## src/rtl/traffic_light_sequencer.sv

```systemverilog
// rtl/traffic_light_sequencer.sv - timed traffic light phase sequencer with walk, night flash and emergency modes
//
// Purpose: consumes the 2-bit traffic mode (00 day, 01 night, 10 pedestrian,
// 11 emergency) and drives the NS/EW lamp heads plus the walk lamp. A single
// down-counter times every phase; green always exits through yellow and all-red.
//
// Optional feature macro: WALK_COUNTDOWN_EN (adds the walk_remaining output).
//
// Ports:
//   clk            in   1      system clock, rising edge
//   rst            in   1      synchronous reset, active-low (0 = reset)
//   mode           in   2      traffic mode, sampled every cycle
//   ns_light       out  3      NS head {R,Y,G}, one-hot or 000
//   ew_light       out  3      EW head {R,Y,G}, one-hot or 000
//   walk           out  1      pedestrian walk lamp
//   walk_remaining out  CNT_W  walk cycles left (only with WALK_COUNTDOWN_EN)

module traffic_light_sequencer #(
    parameter int GREEN_CYC  = 20,
    parameter int YELLOW_CYC = 4,
    parameter int ALLRED_CYC = 2,
    parameter int WALK_CYC   = 10,
    parameter int FLASH_HALF = 8,
    parameter int CNT_W      = 8
) (
    input  logic             clk,
    input  logic             rst,
    input  logic [1:0]       mode,
    output logic [2:0]       ns_light,
    output logic [2:0]       ew_light,
`ifdef WALK_COUNTDOWN_EN
    output logic [CNT_W-1:0] walk_remaining,
`endif
    output logic             walk
);

    typedef enum logic [3:0] {
        S_NS_G  = 4'd0,
        S_NS_Y  = 4'd1,
        S_AR_A  = 4'd2,
        S_EW_G  = 4'd3,
        S_EW_Y  = 4'd4,
        S_AR_B  = 4'd5,
        S_WALK  = 4'd6,
        S_FLASH = 4'd7,
        S_EMG   = 4'd8
    } state_t;

    localparam logic [CNT_W-1:0] GREEN_LD  = CNT_W'(GREEN_CYC - 1);
    localparam logic [CNT_W-1:0] YELLOW_LD = CNT_W'(YELLOW_CYC - 1);
    localparam logic [CNT_W-1:0] ALLRED_LD = CNT_W'(ALLRED_CYC - 1);
    localparam logic [CNT_W-1:0] WALK_LD   = CNT_W'(WALK_CYC - 1);
    localparam logic [CNT_W-1:0] FLASH_LD  = CNT_W'(FLASH_HALF - 1);

    localparam logic [1:0] MODE_NIGHT = 2'b01;
    localparam logic [1:0] MODE_PED   = 2'b10;
    localparam logic [1:0] MODE_EMG   = 2'b11;

    state_t           state_q, state_d;
    logic [CNT_W-1:0] cnt_q, cnt_d;
    logic             blink_q, blink_d;
    logic             ped_served_q, ped_served_d;
    // Which green follows the current walk: 1 = EW_G (came from AR_A), 0 = NS_G.
    logic             walk_ret_q, walk_ret_d;
    logic [2:0]       ns_q, ns_d;
    logic [2:0]       ew_q, ew_d;
    logic             walk_q, walk_d;
    logic             ped_set;
    logic             cnt_zero;

    assign cnt_zero = (cnt_q == '0);

    always_comb begin
        state_d    = state_q;
        cnt_d      = cnt_q;
        blink_d    = blink_q;
        walk_ret_d = walk_ret_q;
        ped_set    = 1'b0;

        case (state_q)
            S_NS_G, S_EW_G: begin
                // Emergency cuts a green short; yellow still runs its full time.
                if (mode == MODE_EMG || cnt_zero) begin
                    state_d = (state_q == S_NS_G) ? S_NS_Y : S_EW_Y;
                    cnt_d   = YELLOW_LD;
                end else begin
                    cnt_d = cnt_q - CNT_W'(1);
                end
            end
            S_NS_Y, S_EW_Y: begin
                if (cnt_zero) begin
                    state_d = (state_q == S_NS_Y) ? S_AR_A : S_AR_B;
                    cnt_d   = ALLRED_LD;
                end else begin
                    cnt_d = cnt_q - CNT_W'(1);
                end
            end
            S_AR_A, S_AR_B: begin
                if (cnt_zero) begin
                    if (mode == MODE_EMG) begin
                        state_d = S_EMG;
                        cnt_d   = '0;
                    end else if (mode == MODE_PED && !ped_served_q) begin
                        state_d    = S_WALK;
                        cnt_d      = WALK_LD;
                        ped_set    = 1'b1;
                        walk_ret_d = (state_q == S_AR_A);
                    end else if (mode == MODE_NIGHT) begin
                        state_d = S_FLASH;
                        cnt_d   = FLASH_LD;
                        blink_d = 1'b0;
                    end else begin
                        state_d = (state_q == S_AR_A) ? S_EW_G : S_NS_G;
                        cnt_d   = GREEN_LD;
                    end
                end else begin
                    cnt_d = cnt_q - CNT_W'(1);
                end
            end
            S_WALK: begin
                if (mode == MODE_EMG) begin
                    state_d = S_EMG;
                    cnt_d   = '0;
                end else if (cnt_zero) begin
                    state_d = walk_ret_q ? S_EW_G : S_NS_G;
                    cnt_d   = GREEN_LD;
                end else begin
                    cnt_d = cnt_q - CNT_W'(1);
                end
            end
            S_FLASH: begin
                if (mode != MODE_NIGHT) begin
                    state_d = (mode == MODE_EMG) ? S_EMG : S_AR_B;
                    cnt_d   = (mode == MODE_EMG) ? '0 : ALLRED_LD;
                    blink_d = 1'b0;
                end else if (cnt_zero) begin
                    blink_d = ~blink_q;
                    cnt_d   = FLASH_LD;
                end else begin
                    cnt_d = cnt_q - CNT_W'(1);
                end
            end
            S_EMG: begin
                if (mode != MODE_EMG) begin
                    state_d = S_AR_B;
                    cnt_d   = ALLRED_LD;
                end
            end
            default: begin
                state_d = S_AR_B;
                cnt_d   = ALLRED_LD;
                blink_d = 1'b0;
            end
        endcase

        // A held pedestrian request is honoured once; it re-arms when mode leaves 10.
        ped_served_d = (mode != MODE_PED) ? 1'b0 : (ped_served_q | ped_set);
    end

    // Lamp decode of the next state so the registered outputs line up with state_q.
    always_comb begin
        ns_d   = 3'b100;
        ew_d   = 3'b100;
        walk_d = 1'b0;
        case (state_d)
            S_NS_G:  ns_d = 3'b001;
            S_NS_Y:  ns_d = 3'b010;
            S_EW_G:  ew_d = 3'b001;
            S_EW_Y:  ew_d = 3'b010;
            S_WALK:  walk_d = 1'b1;
            S_FLASH: begin
                ns_d = blink_d ? 3'b000 : 3'b010;
                ew_d = blink_d ? 3'b000 : 3'b100;
            end
            default: begin
                ns_d = 3'b100;
                ew_d = 3'b100;
            end
        endcase
    end

`ifdef WALK_COUNTDOWN_EN
    logic [CNT_W-1:0] walk_rem_q, walk_rem_d;

    always_comb begin
        walk_rem_d = (state_d == S_WALK) ? (cnt_d + CNT_W'(1)) : '0;
    end

    always_ff @(posedge clk) begin
        if (!rst) begin
            walk_rem_q <= '0;
        end else begin
            walk_rem_q <= walk_rem_d;
        end
    end

    assign walk_remaining = walk_rem_q;
`endif

    always_ff @(posedge clk) begin
        if (!rst) begin
            state_q      <= S_AR_B;
            cnt_q        <= ALLRED_LD;
            blink_q      <= 1'b0;
            ped_served_q <= 1'b0;
            walk_ret_q   <= 1'b0;
            ns_q         <= 3'b100;
            ew_q         <= 3'b100;
            walk_q       <= 1'b0;
        end else begin
            state_q      <= state_d;
            cnt_q        <= cnt_d;
            blink_q      <= blink_d;
            ped_served_q <= ped_served_d;
            walk_ret_q   <= walk_ret_d;
            ns_q         <= ns_d;
            ew_q         <= ew_d;
            walk_q       <= walk_d;
        end
    end

    assign ns_light = ns_q;
    assign ew_light = ew_q;
    assign walk     = walk_q;

endmodule

```

## config.mk

```make
export PLATFORM = sky130hd
export DESIGN_NAME = traffic_light_sequencer
export DESIGN_NICKNAME = d
export VERILOG_FILES = /design/src/rtl/traffic_light_sequencer.sv
export SDC_FILE = /design/constraint.sdc
export NUM_CORES = 1
export LEC_CHECK = 0
export BUFFER_PORTS_ARGS = -buffer_cell sky130_fd_sc_hd__buf_2
export CAP_MARGIN = 0
export CORE_ASPECT_RATIO = 0.9
export CORE_UTILIZATION = 54
export DETAILED_ROUTE_END_ITERATION = 7
export PLACE_DENSITY = 0.84
export REMOVE_ABC_BUFFERS = 1
export SYNTH_ARGS = -nofsm -noshare
export SYNTH_HDL_FRONTEND = slang
export SYNTH_SLANG_ARGS = --single-unit
```

## constraint.sdc

```tcl
create_clock -name clk -period 2.5 [get_ports clk]
set_clock_uncertainty 0.15 [all_clocks]
set_input_delay 0.25 -clock clk [delete_from_list [all_inputs] [get_ports clk]]
set_output_delay 0.25 -clock clk [all_outputs]
set_load 0.02 [all_outputs]
```

==> impl_metrics.csv, run 1 <==
group,metric,value,unit
global_routing,maximum_number_of_pins_on_one_net_before_global_route_repair,22,
sta,final_hold_viol_count,0,
sta,worst_slack,-0.0489,ns
status,run_status,"complete, but fails checks",
critical_path,critical_path.max_fanout,7,
yosys,synth_area_per_cell,7.63,um2
sta,setup-tns-final,-0.0530,ns
sta,relative_slew_margins,0.622,
sta,final-max-slew-violation-count,0,
clock_network,cts_max_path_buffers,2,
critical_path,critPathKind,"reg2reg",
final_layout,mostFrequentLayoutCells,"buf_4, a21oi_1, nor2_1, dfxtp_1, nand2_1",
critical_path,worstSetupStartpointType,"flip-flop",
yosys,synth_largest_area_cell,"dfxtp_1",
place,io_buffers,10,
yosys,async_reset_ff_frac,0,
route,num_vias,1872,
place,dp_hpwl,3650,um
worst_hold_path,timing.hold.worst.class,"in2reg",
clock_network,cts_root_buffer,"clkbuf_4",
critical_path,r2r_worst_path_depth,9,
floorplanning,floorplan.die_area,3310,um2
global_routing,first_global_vias,1610,
floorplanning,num_rows,18,
yosys,synth_area_leaders,"dfxtp_1, a21oi_1, nor2_1",
power_and_ir_drop,leakage,0.843,nW
global_routing,grt_antenna_before_repair,0,
clock_network,cts_tree,"built",
yosys,dominantRegCellSynth,"dfxtp_1",
yosys,syn-instance-count,218,
yosys,synth_cell_type_count,56,
critical_path,crit_required,2.57,ns
yosys,synth.ff_latch_count,22,
global_routing,first_pass_grt_wire_length,7780,um
route,drc_errors,0,
place,place_congestion,0.961,
final_layout,final-instance-count-excl-fill,288,
power_and_ir_drop,vdd_ir_drop_max,1.09,mV
global_routing,global_route.overflow_total,0,
sta,setup_repair_after_global_routing_missed_its_margin,"yes",
yosys,seq_area_frac_synth,0.265,
place,place_inst,280,
yosys,synth_top_area_share,0.265,
sta,clock.fmax,392,MHz
yosys,number_of_enable_type_register_cells_in_the_synthesized_netlist,0,
route,drt_iter0_drc,139,
route,drtPass1Iterations,5,
sta,hold-worst-slack,0.0288,ns
final_layout,diodes,0,
final_layout,commonest_non_fill_non_tap_cell_in_the_layout,"buf_4",
route,wire_per_inst,17.2,um
route,routed_via_density,6.50,
clock_network,cts.sink_count,22,
floorplanning,core_area,2840,um2
global_routing,grtUsageTotal,0.325,
route,drt-total-wl,4960,um
place,placement.setup.worst_slack,-0.0808,ns
status,failing_checks,"negative setup slack",
critical_path,critical_path_sink_type,"flip-flop",
floorplanning,initial_utilization,0.586,
sta,max_slew.worst_pin.slew,0.553,ns
clock_network,worstSkewPairLatency,0.31,ns
clock_network,cts.reportedPaths.clkPinSlew,0.13,ns
clock_network,cts_htree_levels,1,
sta,final-setup-viol-count,2,
flow_run,max_cap_violations,0,
critical_path,r2r_setup_slack,-0.05,ns
power_and_ir_drop,power-per-cell-area,1580,nW/um2
sta,min_period_over_period,1.02,
floorplanning,ioPinCount,11,
floorplanning,die_height,54.7,um
clock_network,tritoncts.num_buffers,3,
yosys,yosys_warnings,0,
route,drt.antenna.violating_nets,0,
yosys,syn-cell-area,1660,um2
critical_path,arrival,2.62,ns
floorplanning,die_width,60.5,um
final_layout,syn_to_final_growth,23.4,%
worst_hold_path,hold_path_depth,2,
sta,post-route-min-period,2.55,ns
final_layout,final_net_count,254,
final_layout,post_route_cells_drive_above_1_share,0.298,
power_and_ir_drop,finalPower,0.00324,W
==> what timing repair did <==
action                     in CTS  in global routing
buffers inserted                2                  3
pin swaps                       9                  6
setup endpoints to repair       5                  8
gates resized for setup        10                  9
hold buffers                    0                  0
==> sequential cells by signal (all words and copies together), names as in the netlist <==
register,flops
ped_served_q,1
blink_q,1
ew_light,3
cnt_q,8
walk,1
ns_light,3
walk_ret_q,1
state_q,4
==> cells in the mapped netlist, drive strengths merged, types with 2 or more instances <==
cell	n
nor3b	3
nor3	15
and2	2
o31ai	3
o211ai	2
dfxtp	22
or3	4
and3	2
a21o	2
nor4	3
o211a	3
a21oi	25
a211oi	4
nor4b	2
clkbuf	13
o21a	3
nand2b	8
nand3	8
or4b	2
inv	7
o221ai	3
nor2	21
nor2b	5
buf	3
o21ai	13
nand4	2
a31oi	2
nand2	14
o22ai	3
a2111oi	2
==> cells by family after synthesis <==
logic type               count (synthesis)  share of synthesized area
flip-flops                              22                      0.265
adder cells (fa/ha/maj)                  1                    0.00752
buffers and inverters                   23                     0.0617
AO/OA/AOI/OAI                           75                      0.311
AND/OR/NAND/NOR                         97                      0.355
==> per-stage QoR <==
| stage | util | cell area, um2 |
|---|---|---|
| floorplan | - | 1590 |
| global placement | 0.669 | 1900 |
| detailed placement | 0.669 | 1900 |
| CTS | 0.704 | 2000 |
| global route | 0.724 | 2050 |
| finish | 0.724 | 2050 |
==> per-layer routing <==
| layer | up-vias | wire length [um] | GRT usage |
|---|---|---|---|
| met3 | 10 | 404 | 0.0638 |
| met4 | 0 | 92 | 0.0947 |
| met5 | - | 0 | 0 |
| met2 | 99 | 2360 | 0.538 |
| li1 | 877 | - | - |
| met1 | 886 | 2100 | 0.429 |
==> area by class of cell <==
| type | instances | area, um2 |
|---|---|---|
| Multi-Input combinational cell | 173 | 1180 |
| Fill cell | 223 | 785 |
| Sequential cell | 22 | 443 |
| Timing Repair Buffer | 42 | 298 |
| Tap cell | 40 | 50.0 |
| Clock inverter | 1 | 30.0 |
| Inverter | 7 | 26.3 |
| Clock buffer | 3 | 22.5 |
==> worst max-delay path, cell delays in order, from the launching register on <==
cell	delay [ns]
dfxtp_1	0.40
or3_1	0.50
buf_4	0.22
nor2_4	0.16
buf_4	0.15
a221o_1	0.18
nor4b_4	0.07
buf_4	0.15
or3_1	0.31
a21o_1	0.18
==> path summary, 6_finish.rpt <==
path,endpoint,startpoint
max,ns_light[2],cnt_q[5]
min,cnt_q[0],rst
max reg2reg,ns_light[2],cnt_q[5]
min reg2reg,cnt_q[3],cnt_q[3]
==> power by group <==
group / total, W / switching (W) / internal, W
combinational: 0.00241 / 0.00133 / 0.00108
sequential: 0.000554 / 0.0000899 / 0.000464
clock: 0.000273 / 0.000111 / 0.000162
Note: power is estimated with default switching activity, not from simulation.
==> run 2: changes to the inputs <==
- CELL_PAD_IN_SITES_DETAIL_PLACEMENT: default -> 1
- CELL_PAD_IN_SITES_GLOBAL_PLACEMENT: default -> 2
- CORE_UTILIZATION: 54 -> 32
- CTS_BUF_LIST: default -> sky130_fd_sc_hd__clkbuf_16
==> run 2 against run 1 <==
- worst hold slack gained 0.081 ns
- sequential power is essentially flat
- cell count grew 14%
- global-route usage shrank 9.4 points
- register-to-register slack lost 0.06 ns
- count of clock-buffer cells in the layout is the same
- largest cell class unchanged
- largest power group unchanged
- the flow still finishes with violations (negative setup slack)
- fmax shrank 2.4%
==> impl_metrics.csv, run 2 (synthesis gave the netlist of run 1 again) <==
group,metric,value,unit
sta,final-max-slew-violation-count,0,
critical_path,critPathMaxStageDelay,0.53,ns
route,drt_iter0_drc,115,
floorplanning,core_area,4920,um2
route,routed_via_density,5.77,
route,drc_errors,0,
final_layout,mostFrequentLayoutCells,"buf_4, a21oi_1, nor2_1, dfxtp_1, nand2_1",
global_routing,first_pass_grt_wire_length,9840,um
status,failing_checks,"negative setup slack",
final_layout,fillerInstances,612,
critical_path,critPathKind,"reg2reg",
power_and_ir_drop,power-per-cell-area,1610,nW/um2
sta,max_slew.worst_pin.slew,0.508,ns
floorplanning,die_height,70.4,um
clock_network,cts.sink_count,22,
floorplanning,ioPinCount,11,
global_routing,grt_antenna_before_repair,0,
global_routing,global_route.overflow_total,0,
critical_path,critical_path_sink_type,"flip-flop",
global_routing,first_global_vias,1869,
critical_path,critical_path.max_fanout,5,
final_layout,largest_register_ffs,8,
status,run_status,"complete, but fails checks",
final_layout,syn_to_final_growth,36.4,%
floorplanning,num_rows,24,
final_layout,post_route_cells_drive_above_1_share,0.345,
final_layout,commonest_non_fill_non_tap_cell_in_the_layout,"buf_4",
clock_network,worstSkewPairLatency,0.26,ns
power_and_ir_drop,vdd_ir_drop_max,0.818,mV
power_and_ir_drop,leakage,0.950,nW
clock_network,cts_max_path_buffers,2,
route,wire_per_inst,19.2,um
critical_path,crit_slowest_cell,"or4b_4",
sta,min_period_over_period,1.04,
critical_path,arrival,2.61,ns
critical_path,cp_cell_sequence,"inv_2 -> ha_4 -> or4b_4 -> buf_6 -> nor2_4 -> buf_4 -> a21oi_2 -> o221a_2 -> or3_1 -> a21o_1",
worst_hold_path,timing.hold.worst.class,"in2reg",
place,placement.setup.worst_slack,-0.238,ns
sta,worst_slack,-0.111,ns
route,drt-total-wl,6310,um
final_layout,max_flop_register,"cnt_q",
clock_network,cts.reportedPaths.clkPinSlew,0.06,ns
critical_path,crit_required,2.50,ns
route,drtPass1Iterations,4,
sta,setup_repair_after_global_routing_missed_its_margin,"yes",
floorplanning,initial_utilization,0.338,
final_layout,diodes,0,
critical_path,worstSetupStartpointType,"flip-flop",
route,drt.antenna.violating_nets,0,
clock_network,tritoncts.num_buffers,3,
clock_network,cts_htree_levels,1,
final_layout,largest_registers,"cnt_q x8, state_q x4",
route,num_vias,1897,
place,io_buffers,10,
clock_network,cts_tree,"built",
clock_network,post_cts_hold_buffers,0,
floorplanning,die_width,78.0,um
sta,post-route-min-period,2.61,ns
sta,setup-tns-final,-0.223,ns
flow_run,max_cap_violations,0,
place,dp_hpwl,4390,um
sta,clock.fmax,383,MHz
final_layout,final_net_count,270,
place,place_congestion,0.908,
floorplanning,floorplan.die_area,5490,um2
global_routing,maximum_number_of_pins_on_one_net_before_global_route_repair,21,
sta,final_hold_viol_count,0,
sta,relative_slew_margins,0.652,
sta,final-setup-viol-count,3,
global_routing,grtUsageTotal,0.231,
clock_network,cts_root_buffer,"clkbuf_16",
run 2: worst max-delay path, delay by kind of cell (launching register included):
family | cells | cell delay, ns
AOI/OAI and AO/OA | 3 | 0.53
adders and majority gates | 1 | 0.13
buffers and inverters | 3 | 0.37
DFF | 1 | 0.33
and+or+nand+nor | 3 | 0.99
run 2: timing repair:
action | 4_1_cts | 5_1_grt
resized for setup | 15 | 7
gates cloned | 0 | 0
endpoints found under the setup margin | 8 | 8
pin swaps | 9 | 7
setup buffers | 4 | 7
run 2: final timing paths:
path	start	end	slack, ns	cells past startpoint
max	cnt_q[0]	ns_light[2]	-0.11	10
min reg2reg	cnt_q[7]	cnt_q[7]	0.43	2
min	rst	state_q[2]	0.11	2
max reg2reg	cnt_q[0]	ns_light[2]	-0.11	10
run 2: layout make-up:
| class | count | area (um2) | share of cell area |
|---|---|---|---|
| Inverter | 7 | 26.3 | 0.0116 |
| Tap cell | 65 | 81.3 | 0.0358 |
| Timing Repair Buffer | 58 | 422 | 0.186 |
| Sequential cell | 22 | 443 | 0.195 |
| Clock buffer | 3 | 75.1 | 0.0331 |
| Multi-Input combinational cell | 173 | 1190 | 0.525 |
| Clock inverter | 1 | 30.0 | 0.0132 |
run 2: through the flow:
step | total power, W | util | hold WS (ns) | area [um2] | std cells
final | 0.00366 | 0.461 | 0.110 | 2270 | 329
after global routing | 0.00389 | 0.461 | 0.116 | 2270 | 329
after CTS | 0.00343 | 0.443 | 0.106 | 2180 | 322
after detailed placement | 0.00283 | 0.405 | 0.370 | 2000 | 314
after global placement | 0.00279 | 0.405 | 0.362 | 2000 | 314
after floorplan | 0.00194 | - | 0.162 | 1590 | 202
run 2: report_power, final:
| part | internal [W] | switching [W] |
|---|---|---|
| Clock | 0.000318 | 0.000131 |
| Combinational | 0.00117 | 0.00148 |
| Sequential | 0.000465 | 0.0000889 |
run 2: metal layers:
layer	up-vias	GRT usage	wire (um)
li1	908	-	-
met1	914	0.324	2910
met2	63	0.363	2920
met3	12	0.0314	340
met4	0	0.0782	138
met5	-	0	0
==> run 3: changes to the inputs <==
- ABC_AREA: default -> 1
- CELL_PAD_IN_SITES_DETAIL_PLACEMENT: 1 -> 2
- CORE_UTILIZATION: 32 -> 29
==> run 3 against run 2 <==
- the run now ends clean
- combinational power fell by 36%
- via count decreased by 13%
- clock power up 4%
- global-route usage down 1.5 points
- sequential share of layout area rose by 5.5 points
- first-iteration DRC count decreased by 23%
- cell count shrank 1.2%
- register-to-register slack gained 0.33 ns
- synthesized cell count rose by 15%
- synthesized area down 6.3%
- fmax increased by 15%
- routed wire length is 13% lower
- largest cell class unchanged
- largest power group unchanged
- highest routed layer unchanged
==> impl_metrics.csv, run 3 <==
group,metric,value,unit
route,drt_iter0_drc,88,
worst_hold_path,timing.hold.worst.class,"in2reg",
route,drc_errors,0,
yosys,syn-cell-area,1560,um2
critical_path,critPathKind,"reg2reg",
yosys,combinational_family_with_the_most_area_after_synthesis,"simple AND/OR/NAND/NOR gates",
place,placement.setup.worst_slack,0.0879,ns
yosys,syn-instance-count,251,
clock_network,cts_htree_levels,1,
power_and_ir_drop,vdd_ir_drop_max,0.509,mV
yosys,synth_most_common_cell,"nand2_1",
critical_path,crit_slowest_cell,"o21ai_1",
global_routing,first_global_vias,1791,
sta,setup_repair_after_global_routing_missed_its_margin,"no",
sta,post-route-min-period,2.28,ns
route,drt-total-wl,5520,um
final_layout,largest_registers,"cnt_q x8, state_q x4",
yosys,async_reset_ff_frac,0,
final_layout,mostFrequentLayoutCells,"nand2_1, inv_1, nor2_1, dfxtp_1",
sta,final-setup-viol-count,0,
place,io_buffers,10,
yosys,synth_area_per_cell,6.21,um2
route,routed_via_density,5.09,
yosys,post_synth_adder_cell_area,0.00803,
clock_network,cts.sink_count,22,
global_routing,first_pass_grt_wire_length,9290,um
sta,setup-tns-final,0,ns
yosys,number_of_enable_type_register_cells_in_the_synthesized_netlist,0,
yosys,synth_cell_type_count,25,
yosys,synth.cells.most_frequent,"nand2_1, inv_1, nor2_1",
final_layout,syn_to_final_growth,13.1,%
final_layout,max_flop_register,"cnt_q",
floorplanning,initial_utilization,0.311,
route,num_vias,1653,
critical_path,crit_required,2.55,ns
sta,relative_slew_margins,0.675,
route,drt.antenna.violating_nets,0,
clock_network,cts.reportedPaths.clkPinSlew,0.07,ns
critical_path,worst_path_most_repeated_cell,"nand2_1",
critical_path,cp_cell_sequence,"inv_2 -> ha_1 -> nand2_1 -> o21ai_1 -> nand2_1 -> nand2_1 -> nand2_1 -> nand2_1 -> nor2_2 -> nor2_1 -> nand2_1 -> a21oi_2",
floorplanning,die_width,79.3,um
yosys,seq_area_frac_synth,0.283,
critical_path,critical_path.max_fanout,7,
yosys,synth_largest_area_cell,"dfxtp_1",
floorplanning,floorplan.die_area,5670,um2
floorplanning,core_area,5010,um2
route,wire_per_inst,17.0,um
sta,worst_slack,0.221,ns
yosys,post_synth_and_or_nand_nor_area_fraction,0.419,
sta,final_hold_viol_count,0,
yosys,synth_area_leaders,"dfxtp_1, nand2_1, inv_1",
yosys,yosys_warnings,0,
clock_network,cts_tree,"built",
yosys,synth.ff_latch_count,22,
final_layout,commonest_non_fill_non_tap_cell_in_the_layout,"nand2_1",
clock_network,tritoncts.num_buffers,3,
place,dp_hpwl,4170,um
sta,max_slew.worst_pin.slew,0.487,ns
sta,clock.fmax,439,MHz
critical_path,critical_path_sink_type,"flip-flop",
floorplanning,die_height,71.6,um
final_layout,final_net_count,266,
floorplanning,num_rows,24,
route,drtPass1Iterations,4,
critical_path,critical_path.reg2reg.startpoint,"cnt_q[0]",
global_routing,grtUsageTotal,0.216,
critical_path,worst-path-buf-inv,1,
power_and_ir_drop,power-per-cell-area,1540,nW/um2
yosys,synth_mux_area_frac,0,
floorplanning,ioPinCount,11,
critical_path,worstSetupStartpointType,"flip-flop",
clock_network,cts_root_buffer,"clkbuf_16",
power_and_ir_drop,leakage,0.877,nW
yosys,synth-xor-area-share,0.0225,
sta,min_period_over_period,0.912,
critical_path,critPathMaxStageDelay,0.39,ns
status,run_status,"finished clean",
clock_network,cts_max_path_buffers,2,
global_routing,maximum_number_of_pins_on_one_net_before_global_route_repair,14,
sta,final-max-slew-violation-count,0,
yosys,dominantRegCellSynth,"dfxtp_1",
yosys,synth-compound-area-share,0.142,
clock_network,post_cts_hold_buffers,0,
place,place_congestion,0.822,
final_layout,largest_register_ffs,8,
global_routing,grt_antenna_before_repair,0,
worst_hold_path,worstHoldStart,"mode[1]",
global_routing,global_route.overflow_total,0,
critical_path,arrival,2.33,ns
critical_path,critPathTopFamily,"simple AND/OR/NAND/NOR gates",
clock_network,worstSkewPairLatency,0.26,ns
final_layout,diodes,0,
final_layout,post_route_cells_drive_above_1_share,0.165,
yosys,synth_top_area_share,0.283,
critical_path,crit_path_start,"cnt_q[0]",
flow_run,max_cap_violations,0,
run 3: changes by cell type after synthesis, moves of 6 or more:
cell,delta
a21oi_1,-11
inv_1,+28
nand2b_1,-8
nor3_1,-6
nor2_2,+6
nand2_1,+59
clkbuf_1,-13
run 3: worst min-delay path, cell delays in order:
cell	delay (ns)
buf_2	0.14
nand3_1	0.09
a21oi_1	0.04
run 3: timing repair:
action                     CTS  global route
hold endpoints to repair     0             0
setup endpoints to repair    1             5
resized for setup            1             3
pin swaps                    0             1
buffers inserted             0             0
run 3: through the flow:
step	cells	power (W)	hold slack [ns]	utilization	instance area, um2
after global placement	321	0.00213	0.337	0.328	1640
after CTS	325	0.00273	0.142	0.349	1750
after global routing	325	0.00296	0.155	0.352	1760
after detailed placement	321	0.00220	0.339	0.328	1640
final	325	0.00272	0.141	0.352	1760
after floorplan	246	0.00174	0.169	-	1510
run 3: cells by family after synthesis:
| family | Yosys count |
|---|---|
| AO/OA/AOI/OAI | 40 |
| buffers and inverters | 45 |
| XOR/XNOR | 4 |
| AND/OR/NAND/NOR | 139 |
| adder cells (fa/ha/maj) | 1 |
| flip-flops | 22 |
run 3: path summary, 6_finish.rpt:
check	end	slack (ns)	cells after the start
worst min register to register	ped_served_q	0.34	2
worst min-delay path	ped_served_q	0.14	3
worst max register to register	ns_light[1]	0.22	12
worst max-delay path	ns_light[1]	0.22	12
run 3: metal layers:
layer	global-route usage	wire, um
met5	0	0
met4	0.0667	75
met3	0.0357	198
met2	0.376	2610
met1	0.273	2640
run 3: layout make-up:
cell class              instances  area [um2]
flip-flops and latches         22         440
clock inverters                 1        30.0
repair buffers                 10        50.0
clock buffers                   3        75.1
multi-input cells             184         936
fillers                       632        3250
well taps                      65        81.3
inverters                      40         150
run 3: power by group:
part           leakage (nW)  switching, W  total [W]  internal (W)
Sequential            0.180      0.000115   0.000569      0.000455
Clock                0.0511      0.000148   0.000467      0.000319
Combinational         0.646       0.00118    0.00169      0.000509
